==> src/rtl/bram_stream_reader.sv <==
// Burst reader for a 2-cycle-latency RAM read port: issues sequential reads from
// base for len words and streams them out through a 4-entry buffer with valid/ready.
module bram_stream_reader #(
  parameter int ADDR_ = 8,
  parameter int DATA_ = 8
) (
  input  logic             clk,
  input  logic             rst,
  input  logic             start,
  input  logic [ADDR_-1:0] base,
  input  logic [ADDR_:0]   len,
  output logic             busy,
  output logic             done,
  output logic [ADDR_-1:0] raddr,
  input  logic [DATA_-1:0] rdata,
  output logic             m_valid,
  input  logic             m_ready,
  output logic [DATA_-1:0] m_data
);

  typedef enum logic [1:0] {
    IDLE  = 2'd0,
    RUN   = 2'd1,
    DRAIN = 2'd2
  } state_e;

  localparam int DEPTH = 4;

  state_e           state_q, state_d;
  logic [ADDR_-1:0] raddr_q, raddr_d;
  logic [ADDR_:0]   rem_q, rem_d;
  logic [1:0]       vld_q, vld_d;
  logic [1:0]       wr_ptr_q, wr_ptr_d;
  logic [1:0]       rd_ptr_q, rd_ptr_d;
  logic [2:0]       cnt_q, cnt_d;
  logic             done_q, done_d;
  logic [DATA_-1:0] fifo_q [DEPTH];

  logic [3:0] occ;
  logic       issue;
  logic       capture;
  logic       pop;

  // Occupancy covers words still in the RAM pipeline, so the buffer can never overflow.
  assign occ     = 4'(vld_q[0]) + 4'(vld_q[1]) + 4'(cnt_q);
  assign issue   = (state_q == RUN) && (occ < 4'(DEPTH));
  assign capture = vld_q[1];
  assign pop     = m_valid && m_ready;

  assign busy    = (state_q != IDLE);
  assign done    = done_q;
  assign raddr   = raddr_q;
  assign m_valid = (cnt_q != 3'd0);
  assign m_data  = m_valid ? fifo_q[rd_ptr_q] : '0;

  always_comb begin
    // NOTE: every signal gets a default first so no path through the case infers a latch.
    state_d  = state_q;
    raddr_d  = raddr_q;
    rem_d    = rem_q;
    done_d   = 1'b0;
    vld_d    = {vld_q[0], issue};
    wr_ptr_d = capture ? wr_ptr_q + 2'd1 : wr_ptr_q;
    rd_ptr_d = pop ? rd_ptr_q + 2'd1 : rd_ptr_q;
    cnt_d    = cnt_q + 3'(capture) - 3'(pop);

    unique case (state_q)
      IDLE: begin
        if (start) begin
          if (len == '0) begin
            done_d = 1'b1;
          end else begin
            raddr_d = base;
            rem_d   = len;
            state_d = RUN;
          end
        end
      end
      RUN: begin
        if (issue) begin
          raddr_d = raddr_q + ADDR_'(1);
          rem_d   = rem_q - (ADDR_+1)'(1);
          if (rem_q == (ADDR_+1)'(1)) state_d = DRAIN;
        end
      end
      DRAIN: begin
        // Leave on the edge that empties both the pipeline and the buffer.
        if ((vld_d == 2'b00) && (cnt_d == 3'd0)) begin
          state_d = IDLE;
          done_d  = 1'b1;
        end
      end
      default: state_d = IDLE;
    endcase
  end

  // NOTE: sequential state uses non-blocking assignments so all flops update together.
  always_ff @(posedge clk or posedge rst) begin
    if (rst) begin
      state_q  <= IDLE;
      raddr_q  <= '0;
      rem_q    <= '0;
      vld_q    <= 2'b00;
      wr_ptr_q <= 2'd0;
      rd_ptr_q <= 2'd0;
      cnt_q    <= 3'd0;
      done_q   <= 1'b0;
    end else begin
      state_q  <= state_d;
      raddr_q  <= raddr_d;
      rem_q    <= rem_d;
      vld_q    <= vld_d;
      wr_ptr_q <= wr_ptr_d;
      rd_ptr_q <= rd_ptr_d;
      cnt_q    <= cnt_d;
      done_q   <= done_d;
    end
  end

  // NOTE: buffer storage is not reset; the count gates every read so stale entries are invisible.
  always_ff @(posedge clk) begin
    if (capture) fifo_q[wr_ptr_q] <= rdata;
  end

endmodule

==> config.mk <==
export PLATFORM = sky130hd
export DESIGN_NAME = bram_stream_reader
export DESIGN_NICKNAME = d
export VERILOG_FILES = /design/src/rtl/bram_stream_reader.sv
export SDC_FILE = /design/constraint.sdc
export NUM_CORES = 1
export LEC_CHECK = 0
export BUFFER_PORTS_ARGS = -buffer_cell sky130_fd_sc_hd__buf_2
export CAP_MARGIN = 20
export CORE_ASPECT_RATIO = 1.5
export CORE_MARGIN = 2
export CORE_UTILIZATION = 40
export DETAILED_ROUTE_END_ITERATION = 12
export REMOVE_ABC_BUFFERS = 1
export SYNTH_ARGS = -nofsm -noshare
export SYNTH_HDL_FRONTEND = slang
export SYNTH_SLANG_ARGS = --single-unit
==> constraint.sdc <==
create_clock -name clk -period 4.8 [get_ports clk]
set_clock_uncertainty 0.1 [all_clocks]
set_input_delay 0.72 -clock clk [delete_from_list [all_inputs] [get_ports clk]]
set_output_delay 0.72 -clock clk [all_outputs]
set_load 0.005 [all_outputs]
==> results.md, run 1 <==
* Most common cell in the netlist: edfxtp_1
* Setup TNS at 0 ns
* Kind of critical path: reg -> reg
* R2R Path Start: cnt_q[1]
* Max-slew violation count at 0
* Overflow after GRT at 0
* Largest net degree at the start of global routing at 36
* Yosys top cell by area: edfxtp_1
* Total GRT Usage at 0.158
* MaxCap Viol Count at 0
* Core region area at approximately 0.0072 mm²
* Initial antenna violation count at 0
* Post-route ant nets at 0
* Post-CTS resize count at 0
* CP Cell Sequence: or3_1, and2_1, ha_1, inv_1, ha_1, fa_1, or3_1, o211ai_1, o21a_1, o21ai_0, a32oi_1
* Max FO, Critical Path at 10
* Drt pass-1 iters at 4
* Status: complete, no violations
* Share of layout cells above drive strength 1 at 0.263
* RSZ-0062 raised after global routing: no
* CTS tree: done
* Synth Flop Type: edfxtp_1
* Worst flop-to-flop path endpoint: state_q[0]
* Worst Setup End Kind: flip-flop
* Number of synthesized register bits at between 60 and 70
* Post-synthesis cell area at about 0.003 mm²
* Clk pin slew, worst setup/hold paths at 0.07 ns
* Vias per cell at roughly 5.1
* Mean post-synth cell area at 12.0 µm²
* Gp weighted congestion at between 0.8 and 0.9
* Reg2Reg Depth at 11
* EDFF count, synth at 32
* Top cells by area, synth: edfxtp_1 (33%), dfrtp_1 (25%), mux4_2 (6.1%)
* Top-area cell type share of the netlist area at 0.327
* Critical-path top delay cell: or3_1
* Starting Density at 0.409
* Detail Placement HPWL at ~4.1 mm
* CP required at between 4 and 5 ns
* Mean routed wirelength per cell at 14.2 µm
* Postcts setup bufs at 0
* CP Launch Type: flip-flop
* R2R setup slack at around 1.5 ns
* Layout area overhead at 18.2%
* Warnings from Yosys at 0
* Synth unique cells at 44
* Clock Sinks at 61
* Hold-fix buffers at CTS at 0
* Clk root buf: clkbuf_8
* WP data arrival at 3.50 ns
* Total Wirelength at 5.68 mm
* Crit share post-route at 0.698
* Hold Vio Cnt, Final at 0
* Worst rel slew slack at 0.471
* Die Wd at between 70 and 80 µm
* Initial drt markers at 56
* Post-synth top cells: edfxtp_1 (32), dfrtp_1 (29), nor2_1 (25), o21ai_0 (22)
* Via count at 2,045
* CTS Buf Count at 9
* DRC at 0
* Asr flop ratio synth at 0.475
* I/O pin count at 48
* First-pass GRT wire length at 9.38 mm
* Rows at 38
* Fillcell total at 668
* Fmax at 299 MHz
* Worst Max-Slew Pin Slew at 0.789 ns
* Final Setup Violations at 0
* Min cycle time layout at 3.35 ns
* Leakage at 1.42 nW
* Mapped Cells at 245
* Max rail drop VDD at 0.000279 V
* Critical Path Max Stage Delay at between 0.5 and 0.6 ns
* Clock latency on the worst-skew pair at 0.34 ns
* Nets at approximately 340
* Hold Crit Class: in -> async
* Power per Cell Area at 649 mW/mm²
* Total power at 2.25 mW
* Clock H-tree levels at 3
* Die H at 109 µm
* Clk buf depth at 2
* Port buffer count at 47
* Die area at 0.00806 mm²
* # diodes at 0
* Vias in the first global route at roughly 2,000
* Register area share after synthesis at 0.574
[flip-flops by register name (all words and copies together), names as in the netlist]
signal / count
fifo_q: 32
rem_q: 9
raddr: 8
cnt_q: 3
rd_ptr_q: 2
state_q: 2
vld_q: 2
wr_ptr_q: 2
done: 1
[where the power goes]
part           switching (mW)  internal [mW]  total (mW)
clock network           0.209          0.241       0.450
registers               0.175          0.728       0.903
logic                   0.468          0.431       0.899
[through the flow]
step	area (µm²)	util	worst slack, ns	hold slack (ns)	instances
after CTS	3450	0.481	1.41	0.345	398
after global placement	3250	0.453	1.54	0.330	382
after detailed placement	3250	0.453	1.45	0.322	382
after floorplan	2890	-	1.73	0.274	234
final	3470	0.483	1.45	0.344	400
after global routing	3470	0.483	1.25	0.368	400
[worst max path at each step]
stage | from | endpoint | slack (ns) | depth (start not counted)
detailed placement | cnt_q[1] | state_q[0] | 1.45 | 11
floorplan | cnt_q[1] | state_q[0] | 1.73 | 11
global route | cnt_q[1] | state_q[0] | 1.25 | 11
finish | cnt_q[1] | state_q[0] | 1.45 | 11
global placement | cnt_q[1] | state_q[0] | 1.54 | 11
CTS | cnt_q[1] | state_q[0] | 1.41 | 11
[area by class of cell]
| cell class | count | area, µm² | area share |
|---|---|---|---|
| clock buffers | 9 | 124 | 0.0357 |
| multi-input cells | 161 | 1150 | 0.332 |
| repair buffers | 50 | 262 | 0.0753 |
| clock inverters | 7 | 75.1 | 0.0216 |
| inverters | 12 | 45.0 | 0.0130 |
| flip-flops and latches | 61 | 1690 | 0.486 |
| well taps | 100 | 125 | 0.0360 |
[logic make-up (layout without fill, tap and decap cells)]
group | after synthesis | count (layout) | synth area share
multiplexers | 9 | 9 | 0.0648
buffers and inverters | 23 | 78 | 0.0328
flip-flops | 61 | 61 | 0.574
AND/OR/NAND/NOR | 75 | 75 | 0.128
XOR/XNOR | 4 | 4 | 0.0119
AO/OA/AOI/OAI | 61 | 61 | 0.135
adder cells (fa/ha/maj) | 12 | 12 | 0.0537
[placed cells by master, fill, tap and decap left out, types with 9 or more instances in the layout]
master | Yosys | layout
o21ai_0 | 22 | 22
dfrtp_1 | 29 | 29
ha_1 | 11 | 11
nand2_1 | 10 | 10
edfxtp_1 | 32 | 32
inv_1 | 12 | 12
clkbuf_8 | 0 | 9
nor2_1 | 25 | 25
buf_2 | 5 | 47
and2_1 | 14 | 14
a21oi_1 | 14 | 14
[worst max-delay path, delay by kind of cell (launching register included)]
kind                     cells  cell delay, ns
AND/OR/NAND/NOR              3            1.17
adder cells (fa/ha/maj)      3            0.92
AO/OA/AOI/OAI                4            0.62
flip-flops                   1            0.44
buffers and inverters        1            0.04
[per-layer routing]
metal / vias up / GRT usage / part of all wire
met5: - / 0 / 0
met4: 0 / 0.0688 / 0.020
met3: 7 / 0.0545 / 0.044
met2: 53 / 0.269 / 0.53
met1: 979 / 0.175 / 0.41
li1: 1006 / - / -
Power figures use the tool's default switching activity.
==> inputs of run 2 (changes only) <==
==> constraint.sdc (replaced) <==
create_clock -name clk -period 3 [get_ports clk]
set_clock_uncertainty 0.1 [all_clocks]
set_input_delay 0.45 -clock clk [delete_from_list [all_inputs] [get_ports clk]]
set_output_delay 0.45 -clock clk [all_outputs]
set_load 0.005 [all_outputs]
==> run 2 against run 1 <==
  * Sequential share of layout area down 1.9 points
  * Total power up 72%
  * Via count up 0.73%
  * Wire length up 3.1%
  * Flip-flop and latch count unchanged
  * Worst hold slack worse by 0.25 ns
  * Count of clock-buffer cells in the layout up 1
  * Final cell count up 2.3%
  * Largest power group is now combinational cells
==> results.md, run 2 (synthesis gave the netlist of run 1 again) <==
* Rows at 38
* Nets at ~350
* Fin util at 0.503
* Largest register by flop count: fifo_q
* Met1 Wirelength at 2.31 mm
* Min cycle time layout at 2.94 ns
* Worst Max-Slew Pin Slew at 0.597 ns
* Worst setup margin at between 0.06 and 0.07 ns
* DP Worst Slack at -0.0259 ns
* Initial antenna violation count at 0
* Post-route ant nets at 0
* Power per Cell Area at 1070 mW/mm²
* Clock Sinks at 61
* Overflow after GRT at 0
* Vias in the first global route at 2,067
* P_int at 2.46 mW
* Most common cell after layout, fill and taps aside: buf_2
* Die H at 109 µm
* Max-slew violation count at 0
* Max reg flops at 32
* Fillcell total at 677
* Mean routed wirelength per cell at 14.3 µm
* Top Layer Used: met4
* Switching power total at 1.41 mW
* Met3 WL post-DR at around 260 µm
* WP data arrival at 3.05 ns
* CTS Buf Count at 9
* DR WL met2 at 3.23 mm
* Max FO, Critical Path at 2
* Gp weighted congestion at just over 0.7
* I/O pin count at 48
* RSZ-0062 raised after global routing: yes
* Core region area at 0.00718 mm²
* Layout area overhead at 23.0%
* Commonest non-fill, non-tap cells in the layout: buf_2 (47), edfxtp_1 (32), dfrtp_1 (29)
* DRC at 0
* Crit path max-delay family: simple AND/OR/NAND/NOR gates
* Share of layout cells above drive strength 1 at 0.304
* Critical Path Max Stage Delay at roughly 0.46 ns
* Total Wirelength at a little under 6 mm
* Cell area after placement at ~0.0033 mm²
* Combinational Power Share at 0.416
* Post-Place Cells at 390
* Initial drt markers at 80
* Leakage at 1.49 nW
* MaxCap Viol Count at 0
* Status: complete, no violations
* Total GRT Usage at 0.161
* Die Wd at 74.0 µm
* Setup TNS at 0 ns
* Drt pass-1 iters at 4
* Via count at just over 2,000
* Starting Density at 0.409
* Worst Setup End Kind: flip-flop
* Kind of critical path: reg -> reg
* Switch share at 0.363
* Clk pin slew, worst setup/hold paths at approximately 0.070 ns
* Die area at 0.00806 mm²
* Hold Vio Cnt, Final at 0
* First-pass GRT wire length at 9.67 mm
* Clock latency on the worst-skew pair at between 0.3 and 0.4 ns
* Worst rel slew slack at 0.601
* Buf/Inv on CP at 2
* Vias per cell at 5.04
* CTS tree: done
* Hold-fix buffers at CTS at 0
* Clk buf depth at 2
* Port buffer count at 47
* CP required at 3.11 ns
* Finished Layout Cells at about 400
* Hold Crit Class: in -> async
* Fmax at 340 MHz
* Design area at 0.00361 mm²
* Detail Placement HPWL at 4.16 mm
* Min Hold Slack at 0.0910 ns
* CP Cell Sequence: or3_4, and2_4, ha_4, inv_2, ha_4, fa_1, or3_4, o211ai_1, o21a_1, buf_4, a32oi_1
* Largest net degree at the start of global routing at 31
* Crit share post-route at 0.979
* Clk network pwr share at 0.214
* Register share of total power at 0.370
* Total power at 3.87 mW
* # diodes at 0
* Clk root buf: clkbuf_8
* Final Setup Violations at 0
* Max rail drop VDD at between 0.0005 and 0.0006 V
* Critical-path top delay cell: fa_1
* CP Launch Type: flip-flop
* Clock H-tree levels at 3
==> run 2: changes by cell type in the layout (fill, tap and decap cells not counted), sizes merged <==
| cell | change |
|---|---|
| clkinvlp | -2 |
| bufinv | +1 |
| clkbuf | +1 |
| buf | +9 |
==> run 2: worst reg2reg max path, cell delays in order, from the launching register on <==
cell and delay [ns]:
dfrtp_1 0.38, or3_4 0.39, and2_4 0.16, ha_4 0.26, inv_2 0.03, ha_4 0.14, fa_1 0.46, or3_4 0.35
o211ai_1 0.20, o21a_1 0.17, buf_4 0.10, a32oi_1 0.08
==> run 2: final cells by class <==
type / count / area [µm²] / area share
Clock buffer: 10 / 138 / 0.0381
Clock inverter: 6 / 93.8 / 0.0260
Inverter: 12 / 45.0 / 0.0125
Multi-Input combinational cell: 161 / 1190 / 0.330
Sequential cell: 61 / 1690 / 0.467
Tap cell: 100 / 125 / 0.0346
Timing Repair Buffer: 59 / 333 / 0.0921
==> run 2: final timing paths <==
check / start / slack [ns] / to / cells after the start
max in group asynchronous: rst / 2.41 / rd_ptr_q[0] / 3
setup reg to reg: cnt_q[1] / 0.06 / state_q[0] / 11
hold reg to reg: vld_q[0] / 0.34 / vld_q[1] / 0
hold / removal: rst / 0.09 / rem_q[1] / 3
setup / recovery: cnt_q[1] / 0.06 / state_q[0] / 11
min in group clk: rdata[5] / 0.23 / fifo_q[3][5] / 1
==> run 2: power by group through the flow <==
stage | Clock (mW) | Combinational, mW | Sequential (mW)
after global routing | 0.892 | 1.83 | 1.49
after detailed placement | 0 | 1.54 | 1.45
final | 0.828 | 1.61 | 1.43
after CTS | 0.851 | 1.57 | 1.44
after global placement | 0 | 1.51 | 1.45
after floorplan | 0 | 1.04 | 1.39
==> run 2: what timing repair did <==
item / CTS / global route
pin swaps: 5 / 3
buffers inserted: 1 / 1
resized for setup: 5 / 3
setup endpoints to repair: 1 / 1
cloned: 0 / 0
==> run 2: metal layers <==
metal  vias to the layer above  global-route usage
met3                         6              0.0425
met5                         -                   0
met4                         0              0.0584
met1                       981               0.176
met2                        54               0.293
li1                       1019                   -
==> inputs of run 3 (changes only) <==
--- a/config.mk
+++ b/config.mk
@@ -9,8 +9,9 @@
 export CAP_MARGIN = 20
 export CORE_ASPECT_RATIO = 1.5
 export CORE_MARGIN = 2
-export CORE_UTILIZATION = 40
+export CORE_UTILIZATION = 50
 export DETAILED_ROUTE_END_ITERATION = 12
+export PLACE_DENSITY = 0.75
 export REMOVE_ABC_BUFFERS = 1
 export SYNTH_ARGS = -nofsm -noshare
 export SYNTH_HDL_FRONTEND = slang
==> run 3 against run 2 <==
  * Total power down 6.9%
  * Worst hold slack worse by 0.012 ns
  * Critical endpoint unchanged
  * Critical path depth unchanged
  * Via count down 1.5%
  * Flip-flop and latch count unchanged
==> results.md, run 3 (synthesis gave the netlist of run 1 again) <==
* Total GRT Usage at 0.180
* Max rail drop VDD at 0.000607 V
* Worst setup margin at 0.0159 ns
* Critical-path top delay cell: fa_1
* Worst rel slew slack at 0.574
* Total power at 3.60 mW
* Setup TNS at 0 ns
* Reg2Reg Depth at 11
* Multi-input logic area at 0.00119 mm²
* Clk root buf: clkbuf_8
* Max-slew violation count at 0
* CTS tree: done
* Mean routed wirelength per cell at 14.1 µm
* RSZ-0062 raised after global routing: yes
* P_int at 2.26 mW
* Share of layout cells above drive strength 1 at 0.295
* Die H at 97.9 µm
* Power per Cell Area at 1030 mW/mm²
* CP required at around 3.1 ns
* Gp weighted congestion at 0.768
* Vias in the first global route at 1,951
* Hold-fix buffers at CTS at 0
* Kind of critical path: reg -> reg
* Die area at 0.00652 mm²
* Final Setup Violations at 0
* Clk buf depth at 2
* DRC at 0
* Reg area at between 0.0015 and 0.002 mm²
* Nets at 344
* Port buffer count at 47
* Drt pass-1 iters at 4
* DP Worst Slack at -0.0142 ns
* Vias per cell at about 5.3
* Via count at around 2,000
* Post-route ant nets at 0
* MaxCap Viol Count at 0
* Rows at 34
* Layout area overhead at 19.0%
* Finished Layout Cells at 380
* Worst flop-to-flop path endpoint: state_q[0]
* Register share of total power at 0.397
* Min cycle time layout at 2.98 ns
* WP data arrival at 3.13 ns
* Switch share at 0.374
* Worst Max-Slew Pin Slew at 0.638 ns
* DR WL met2 at approximately 2.9 mm
* Critical Path Max Stage Delay at 0.48 ns
* Met1 Wirelength at 2.18 mm
* Min Hold Slack at 0.0787 ns
* Crit share post-route at 0.995
* Status: complete, no violations
* Initial antenna violation count at 0
* Largest register by flop count: fifo_q
* Initial drt markers at 124
* Total Wirelength at 5.36 mm
* Fmax at about 340 MHz
* Max reg flops at 32
* Die Wd at 66.6 µm
* CP Cell Sequence: or3_4, and2_4, ha_4, inv_2, ha_4, fa_1, or3_4, o211ai_1, o21a_1, o21ai_1, a32oi_1
* Post-Place Cells at 362
* Met3 WL post-DR at 228 µm
* Clk network pwr share at 0.162
* Fillcell total at roughly 490
* Max FO, Critical Path at 2
* Starting Density at 0.511
* CP Launch Type: flip-flop
* Largest net degree at the start of global routing at 31
* Worst Setup End Kind: flip-flop
* Clk pin slew, worst setup/hold paths at around 0.060 ns
* Clock H-tree levels at 3
* Clock latency on the worst-skew pair at 0.32 ns
* Combinational Power Share at 0.441
* CTS Buf Count at 9
* # diodes at 0
* Clock Sinks at just over 60
* Fin util at 0.608
* I/O pin count at 48
* Commonest non-fill, non-tap cells in the layout: buf_2 (47), edfxtp_1 (32), dfrtp_1 (29)
* Switching power total at 1.35 mW
* Detail Placement HPWL at ~3.9 mm
* R2R setup slack at 0.02 ns
* Hold Vio Cnt, Final at 0
* Hold Crit Class: in -> async
* Cell area after placement at 0.00328 mm²
* Core region area at about 0.0057 mm²
* First-pass GRT wire length at 8.89 mm
* R2R Path Start: cnt_q[1]
* Leakage at 1.45 nW
* Overflow after GRT at 0
* Top Layer Used: met4
* Design area at 0.00349 mm²
* Most common cell after layout, fill and taps aside: buf_2
## run 3: changes by cell type in the layout (fill, tap and decap cells not counted), sizes merged
cell    previous run  this run
buf               59        58
bufinv             2         0
clkbuf            10        11
clkinv             2         4
inv               13        12
## run 3: layout make-up
class / count / area share
Clock buffer: 11 / 0.0376
Clock inverter: 5 / 0.00788
Inverter: 12 / 0.0129
Multi-Input combinational cell: 161 / 0.341
Sequential cell: 61 / 0.483
Tap cell: 72 / 0.0258
Timing Repair Buffer: 58 / 0.0920
## run 3: how the worst max path moves through the flow
| stage | startpoint | to | slack [ns] | cells after the start |
|---|---|---|---|---|
| after global placement | cnt_q[1] | state_q[0] | 0.04 | 11 |
| after CTS | cnt_q[2] | state_q[0] | 0.007 | 11 |
| final | cnt_q[1] | state_q[0] | 0.02 | 11 |
| after floorplan | cnt_q[1] | state_q[0] | -0.07 | 11 |
| after global routing | cnt_q[1] | state_q[0] | -0.12 | 11 |
| after detailed placement | cnt_q[1] | state_q[0] | -0.01 | 11 |
## run 3: layer usage
layer,global-route usage,up-vias
li1,-,1021
met1,0.216,950
met2,0.306,50
met3,0.0518,8
met4,0.0612,0
met5,0,-
## run 3: power groups by stage
stage | Sequential (mW) | Clock (mW) | Combinational (mW)
global placement | 1.43 | 0 | 1.49
CTS | 1.43 | 0.601 | 1.54
finish | 1.43 | 0.583 | 1.59
detailed placement | 1.44 | 0 | 1.53
global route | 1.48 | 0.637 | 1.82
floorplan | 1.39 | 0 | 1.04
## run 3: timing repair
item / in CTS / in global routing
pin swaps: 3 / 7
setup buffers: 0 / 1
endpoints found under the setup margin: 1 / 1
gates resized for setup: 2 / 6
## run 3: worst max-delay path, delay by kind of cell (launching register included)
kind / cells / cell delay (ns)
buf+inv: 1 / 0.03
flops: 1 / 0.38
fa+ha+maj: 3 / 0.87
compound gates: 4 / 0.59
simple gates: 3 / 0.94
